File: config.mk
export PLATFORM = sky130hd
export DESIGN_NAME = multdiv_ctrl
export DESIGN_NICKNAME = d
export VERILOG_FILES = /design/src/rtl/multdiv_pkg.sv /design/src/rtl/multdiv_ctrl_div.sv /design/src/rtl/multdiv_ctrl.sv
export SDC_FILE = /design/constraint.sdc
export NUM_CORES = 2
export LEC_CHECK = 0
export ABC_AREA = 1
export CAP_MARGIN = 10
export CORE_MARGIN = 2
export CORE_UTILIZATION = 39
export DETAILED_ROUTE_END_ITERATION = 6
export PLACE_DENSITY = 0.63
export SLEW_MARGIN = 30
export SYNTH_ARGS = -nofsm -noshare
export SYNTH_HDL_FRONTEND = slang
export SYNTH_SLANG_ARGS = --single-unit
File: constraint.sdc
create_clock -name clk -period 12.29 [get_ports clk]
set_clock_uncertainty 0.2 [all_clocks]
set_input_delay 2.458 -clock clk [delete_from_list [all_inputs] [get_ports clk]]
set_output_delay 2.458 -clock clk [all_outputs]
set_load 0.05 [all_outputs]
File: src/rtl/multdiv_pkg.sv
// Shared types and constants for the HI/LO multiply/divide sequencer.
package multdiv_pkg;

    typedef logic [31:0] word_t;

    typedef enum logic [3:0] {
        OP_NONE,
        OP_MULT,
        OP_MULTU,
        OP_DIV,
        OP_DIVU,
        OP_MADD,
        OP_MADDU,
        OP_MSUB,
        OP_MSUBU,
        OP_MUL
    } decoded_op_t;

    typedef enum logic [1:0] {
        IDLE,
        MUL,
        DIV,
        DONE
    } multdiv_state_t;

    // sign/abs setup + 32 iterations + sign fixup
    localparam int DIV_CYCLES = 34;

    // Divide by zero: quotient is all ones, remainder is the raw dividend
    localparam word_t DIV0_QUOT = 32'hFFFF_FFFF;

    function automatic logic is_mult_class(decoded_op_t op);
        case (op)
            OP_MULT, OP_MULTU, OP_MADD, OP_MADDU,
            OP_MSUB, OP_MSUBU, OP_MUL:          return 1'b1;
            default:                            return 1'b0;
        endcase
    endfunction

    function automatic logic is_div_class(decoded_op_t op);
        return (op == OP_DIV) || (op == OP_DIVU);
    endfunction

    function automatic logic is_signed_op(decoded_op_t op);
        case (op)
            OP_MULT, OP_MADD, OP_MSUB, OP_MUL, OP_DIV: return 1'b1;
            default:                                   return 1'b0;
        endcase
    endfunction

endpackage

File: src/rtl/multdiv_ctrl_div.sv
// Radix-2 restoring divider on unsigned magnitudes; one quotient bit per cycle.
// Signs are handled by the caller. abort cancels an in-flight divide.
import multdiv_pkg::*;

module div_radix2 (
    input  logic  clk,
    input  logic  resetn,
    input  logic  start,
    input  logic  abort,
    input  word_t dividend,
    input  word_t divisor,
    output word_t quotient,
    output word_t remainder,
    output logic  finish
);

    logic [5:0]  iter_cnt;
    logic        busy;
    word_t       quo_q;
    word_t       rem_q;
    word_t       dsr_q;
    logic [32:0] partial;
    logic [32:0] trial;

    // partial < 2*divisor, so bit 32 of trial is set exactly on a borrow
    assign partial = {rem_q, quo_q[31]};
    assign trial   = partial - {1'b0, dsr_q};

    // Shift-subtract iteration; finish pulses in the cycle after the last one
    always_ff @(posedge clk or negedge resetn) begin
        if (!resetn) begin
            iter_cnt <= 6'd0;
            busy     <= 1'b0;
            quo_q    <= '0;
            rem_q    <= '0;
            dsr_q    <= '0;
            finish   <= 1'b0;
        end else begin
            finish <= 1'b0;
            if (abort) begin
                busy     <= 1'b0;
                iter_cnt <= 6'd0;
            end else if (start) begin
                rem_q    <= '0;
                quo_q    <= dividend;
                dsr_q    <= divisor;
                iter_cnt <= 6'd32;
                busy     <= 1'b1;
            end else if (busy) begin
                if (!trial[32]) begin
                    rem_q <= trial[31:0];
                    quo_q <= {quo_q[30:0], 1'b1};
                end else begin
                    rem_q <= partial[31:0];
                    quo_q <= {quo_q[30:0], 1'b0};
                end
                iter_cnt <= iter_cnt - 6'd1;
                if (iter_cnt == 6'd1) begin
                    busy   <= 1'b0;
                    finish <= 1'b1;
                end
            end
        end
    end

    assign quotient  = quo_q;
    assign remainder = rem_q;

endmodule

File: src/rtl/multdiv_ctrl.sv
// Execute-stage HI/LO multiply/divide sequencer.
// Build option: MULTDIV_ACCUM_EN enables MADD/MADDU/MSUB/MSUBU accumulation
// into the captured {hi_in, lo_in}; without it those ops behave as MULT/MULTU.
//
// state | meaning
// IDLE  | waiting for a multi-cycle op; stalls only in the accept cycle
// MUL   | multiply latency countdown
// DIV   | first cycle starts the divider, then waits for its finish
// DONE  | result presented with done; pipeline released
import multdiv_pkg::*;

module multdiv_ctrl #(
    parameter int MUL_LAT = 3
) (
    input  logic        clk,
    input  logic        resetn,
    input  logic        valid,
    input  decoded_op_t op,
    input  word_t       a,
    input  word_t       b,
    input  word_t       hi_in,
    input  word_t       lo_in,
    input  logic        flush,
    output logic        stall,
    output logic        done,
    output word_t       hi,
    output word_t       lo
);

    multdiv_state_t state_q, state_d;
    logic [5:0]     cnt_q;
    decoded_op_t    op_q;
    word_t          a_q, b_q;
    logic [63:0]    res_q;
    logic [63:0]    hilo_q;
    logic           accept;
    logic           div_start, div_finish;
    word_t          a_mag, b_mag, div_quo, div_rem, quo_fix, rem_fix;
    logic           sgn_q;
    logic [63:0]    a_ext, b_ext, product, mul_result, div_result;

`ifdef MULTDIV_ACCUM_EN
    logic [63:0]    acc_q;
`else
    logic           unused_accum;
    assign unused_accum = ^{hi_in, lo_in};
`endif

    assign accept = valid && (state_q == IDLE) && !flush
                 && (is_mult_class(op) || is_div_class(op));

    // State register
    always_ff @(posedge clk or negedge resetn) begin
        if (!resetn) state_q <= IDLE;
        else         state_q <= state_d;
    end

    // Next state and handshake outputs; flush overrides every busy state
    always_comb begin
        state_d = state_q;
        case (state_q)
            IDLE: if (accept) state_d = is_mult_class(op) ? MUL : DIV;
            MUL:  if (cnt_q == 6'd0) state_d = DONE;
            DIV:  if (div_finish) state_d = DONE;
            DONE: state_d = IDLE;
            default: state_d = IDLE;
        endcase
        if (flush && (state_q != IDLE)) state_d = IDLE;
        stall = accept || (state_q == MUL) || (state_q == DIV);
        done  = (state_q == DONE) && !flush;
    end

    // Operand capture at acceptance and the latency down-counter
    always_ff @(posedge clk or negedge resetn) begin
        if (!resetn) begin
            cnt_q <= 6'd0;
            op_q  <= OP_NONE;
            a_q   <= '0;
            b_q   <= '0;
`ifdef MULTDIV_ACCUM_EN
            acc_q <= '0;
`endif
        end else if (accept) begin
            cnt_q <= is_mult_class(op) ? 6'(MUL_LAT - 1) : 6'(DIV_CYCLES);
            op_q  <= op;
            a_q   <= a;
            b_q   <= b;
`ifdef MULTDIV_ACCUM_EN
            acc_q <= {hi_in, lo_in};
`endif
        end else if (((state_q == MUL) || (state_q == DIV)) && (cnt_q != 6'd0)) begin
            cnt_q <= cnt_q - 6'd1;
        end
    end

    // Multiply datapath: 64-bit product of sign- or zero-extended operands
    assign sgn_q   = is_signed_op(op_q);
    assign a_ext   = sgn_q ? {{32{a_q[31]}}, a_q} : {32'd0, a_q};
    assign b_ext   = sgn_q ? {{32{b_q[31]}}, b_q} : {32'd0, b_q};
    assign product = a_ext * b_ext;

    // Optional accumulate stage on the product
    always_comb begin
        mul_result = product;
`ifdef MULTDIV_ACCUM_EN
        case (op_q)
            OP_MADD, OP_MADDU: mul_result = acc_q + product;
            OP_MSUB, OP_MSUBU: mul_result = acc_q - product;
            default:           mul_result = product;
        endcase
`endif
    end

    // Divide: magnitudes in, sign fixup out; divide by zero is special-cased
    assign a_mag     = (sgn_q && a_q[31]) ? -a_q : a_q;
    assign b_mag     = (sgn_q && b_q[31]) ? -b_q : b_q;
    assign div_start = (state_q == DIV) && (cnt_q == 6'(DIV_CYCLES));
    assign quo_fix   = (sgn_q && (a_q[31] ^ b_q[31])) ? -div_quo : div_quo;
    assign rem_fix   = (sgn_q && a_q[31]) ? -div_rem : div_rem;
    assign div_result = (b_q == '0) ? {a_q, DIV0_QUOT} : {rem_fix, quo_fix};

    div_radix2 u_div (
        .clk       (clk),
        .resetn    (resetn),
        .start     (div_start),
        .abort     (flush),
        .dividend  (a_mag),
        .divisor   (b_mag),
        .quotient  (div_quo),
        .remainder (div_rem),
        .finish    (div_finish)
    );

    // Pending result on entry to DONE; committed to HI/LO only if not flushed
    always_ff @(posedge clk or negedge resetn) begin
        if (!resetn) begin
            res_q  <= '0;
            hilo_q <= '0;
        end else begin
            if ((state_q == MUL) && (state_d == DONE)) res_q <= mul_result;
            if ((state_q == DIV) && (state_d == DONE)) res_q <= div_result;
            if ((state_q == DONE) && !flush)           hilo_q <= res_q;
        end
    end

    assign hi = done ? res_q[63:32] : hilo_q[63:32];
    assign lo = done ? res_q[31:0]  : hilo_q[31:0];

endmodule

==> results_dict.tcl <==
set metrics [dict create \
    outcome "completed" \
    drv_slew 0 \
    cts_resized 0 \
    multi_input_area_sq_um 49700 \
    cts_setup_buffers 0 \
    overflow 0 \
    fp.dieArea_sq_um 177000 \
    grt_max_degree 107 \
    drt_first_pass_iters 6 \
    max_freq_mhz 91.2 \
    rsz0062_at_grt "no" \
    slew_headroom 0.301 \
    grt_pass1_wl_mm 358 \
    wirelength_mm 231 \
    die_x_microns 421 \
    hpwl_mm 197 \
    async_reset_ff_frac 1.00 \
    dr_total_vias 54616 \
    min_path_type "reg -> reg" \
    route.detailed.drc 0 \
    syn_area_sq_um 67800 \
    cts_tree "yes" \
    cp.required_ns 12.59 \
    initial_utilization 0.391 \
    finalCritPeriodShare 0.892 \
    dp_cells 10715 \
    cts_buffers 36 \
    layout-drive-gt1-share 0.0319 \
    fill_cells 17625 \
    maxCapViolations 0 \
    cpMostUsedCell "fa_1" \
    stdcell_count 10784 \
    synth_cell_type_count 59 \
    ys_top_cells_by_count "inv_1, nand2_1, fa_1" \
    clkTransAtPathRegs_ns 0.06 \
    path_delay_family "adder cells" \
    antenna_left 0 \
    critical_path.max_fanout 13 \
    gp_congestion 0.994 \
    die_y_microns 421 \
    rows 153 \
    cpMaxStageDelayCell "fa_1" \
    crit_buf_inv 8 \
    postCtsHoldBufs 0 \
    finalWorstPathRequiredPeriod_ns 10.96 \
    drt-initial-drc-count 4676 \
    netlist_instances 8506 \
    coreArea_sq_um 173000 \
    final_core_util 0.420 \
    antenna_found_initial 9 \
    grt_pass1_vias 58221 \
    synth-seq-area-share 0.114 \
    clkSinkCount 308 \
    ff_latch_area_sq_um 7720 \
    cp.arrival_ns 11.26 \
    synth_seq_cells 308 \
    yosysMostFrequentCell "inv_1" \
    synth_nets 10417 \
    track_usage 0.265 \
    place_area_sq_um 71500 \
    synth_top_area_share 0.419 \
    worst_pin_slew_ns 1.05 \
    synthFlopType "dfrtp_1" \
    yosys.area.top_type "fa_1" \
    finalSetupViolations 0 \
    cp-end-kind "register" \
    synth_edf_count 0 \
    fin_tns_setup_ns 0 \
    pin_count 202 \
    final_cell_area_sq_um 72800 \
    syn_to_final_growth_pct 7.42 \
    avgRoutedWirePerCell_microns 21.4 \
    avgSynthCellArea_sq_um 7.97 \
    yosysWarnings 0 \
    hold_viol 0 \
    synth_area_leaders "fa_1, inv_1, dfrtp_1, nand2_1, ha_1" \
    htreeDepth 2 \
    finalNetCount 10340 \
    cts-root-buf "clkbuf_16" \
    path_class "reg -> reg" \
    cts.path.max_buffers 3 \
    max_stage_delay_ns 0.85 \
    viasPerCell 5.06 \
    startpoint_type "register" \
    insertion_delay_ns 0.59 \
    port_buffers 137 \
]
-- final cells by class --
class                           instances  share of cell area
Antenna cell                            2           0.0000687
Multi-Input combinational cell       5456               0.682
Clock buffer                           46              0.0137
Sequential cell                       308               0.106
Tap cell                             2325              0.0399
Clock inverter                         20             0.00443
Timing Repair Buffer                  252              0.0315
Inverter                             2375               0.122
-- worst paths after layout --
path,from,to,slack [ns],cells after the start
max in group asynchronous,resetn,hilo_q[1]$_DFFE_PN0P_,8.44,3
max reg2reg,op_q[2]$_DFFE_PN0P_,res_q[63]$_DFFE_PN0P_,1.33,33
max,op_q[2]$_DFFE_PN0P_,res_q[63]$_DFFE_PN0P_,1.33,33
min reg2reg,hilo_q[16]$_DFFE_PN0P_,hilo_q[16]$_DFFE_PN0P_,0.28,2
min in group asynchronous,resetn,u_div.dsr_q[4]$_DFFE_PN0P_,1.59,1
min,hilo_q[16]$_DFFE_PN0P_,hilo_q[16]$_DFFE_PN0P_,0.28,2
-- state kept, by name (all words and copies together) (netlist names) --
register / cells
u_div.iter_cnt: 6
res_q: 64
u_div.busy: 1
u_div.remainder: 32
u_div.dsr_q: 32
a_q: 32
state_q: 2
u_div.finish: 1
u_div.quotient: 32
cnt_q: 6
b_q: 32
hilo_q: 64
op_q: 4
-- cell usage in the layout (no fill, tap or decap), types with 8 or more instances in the layout --
master,synthesis,final
inv_1,2354,2352
nand2_1,1982,1979
fa_1,1420,1420
o21ai_0,388,388
nor2_1,376,373
ha_1,355,355
dfrtp_1,308,299
nand3_1,236,236
a21oi_1,196,196
clkdlybuf4s50_1,0,136
xor2_1,122,122
buf_4,12,110
nand4_1,45,45
xnor2_1,43,43
clkbuf_16,0,37
nor3_1,32,32
o21ai_1,29,29
o211ai_1,26,26
o21bai_1,25,25
a31oi_1,20,20
or2_2,20,20
nor4_1,17,17
inv_2,16,16
a21boi_0,14,14
a21o_1,11,11
a22oi_1,11,11
nand3b_1,9,9
dfrtp_2,0,9
nor2_2,6,8
o21a_1,8,8
bufinv_16,0,8
-- metrics by stage --
stage / setup WS (ns) / hold slack (ns)
2_1_floorplan: 2.87 / 0.249
3_3_place_gp: 1.40 / 0.263
3_5_place_dp: 1.34 / 0.266
4_1_cts: 1.32 / 0.284
5_1_grt: 0.828 / 0.301
6_report: 1.33 / 0.283
-- cells by family after synthesis --
kind of cell | share of synthesized area
buf+inv | 0.154
flops | 0.114
fa+ha+maj | 0.485
xor+xnor | 0.0213
simple gates | 0.165
compound gates | 0.0609
-- per-layer routing --
metal	wire [microns]	share of wire	up-vias	global-route usage
li1	-	-	24387	-
met1	97600	0.42	27912	0.356
met2	109000	0.47	1934	0.442
met3	15900	0.069	377	0.0339
met4	8700	0.038	6	0.0863
met5	46	0.00020	-	0
-- worst register-to-register path, delay by kind of cell, from the launching register on --
| family | cells | cell delay (ns) |
|---|---|---|
| DFF | 1 | 0.38 |
| and+or+nand+nor | 8 | 1.75 |
| buffers and inverters | 8 | 1.00 |
| AOI/OAI and AO/OA | 6 | 1.26 |
| adders and majority gates | 11 | 6.30 |
Power is left out: the tool's default activity adds up to more than one toggle a clock period on the data nets, which glitch-free logic cannot reach.
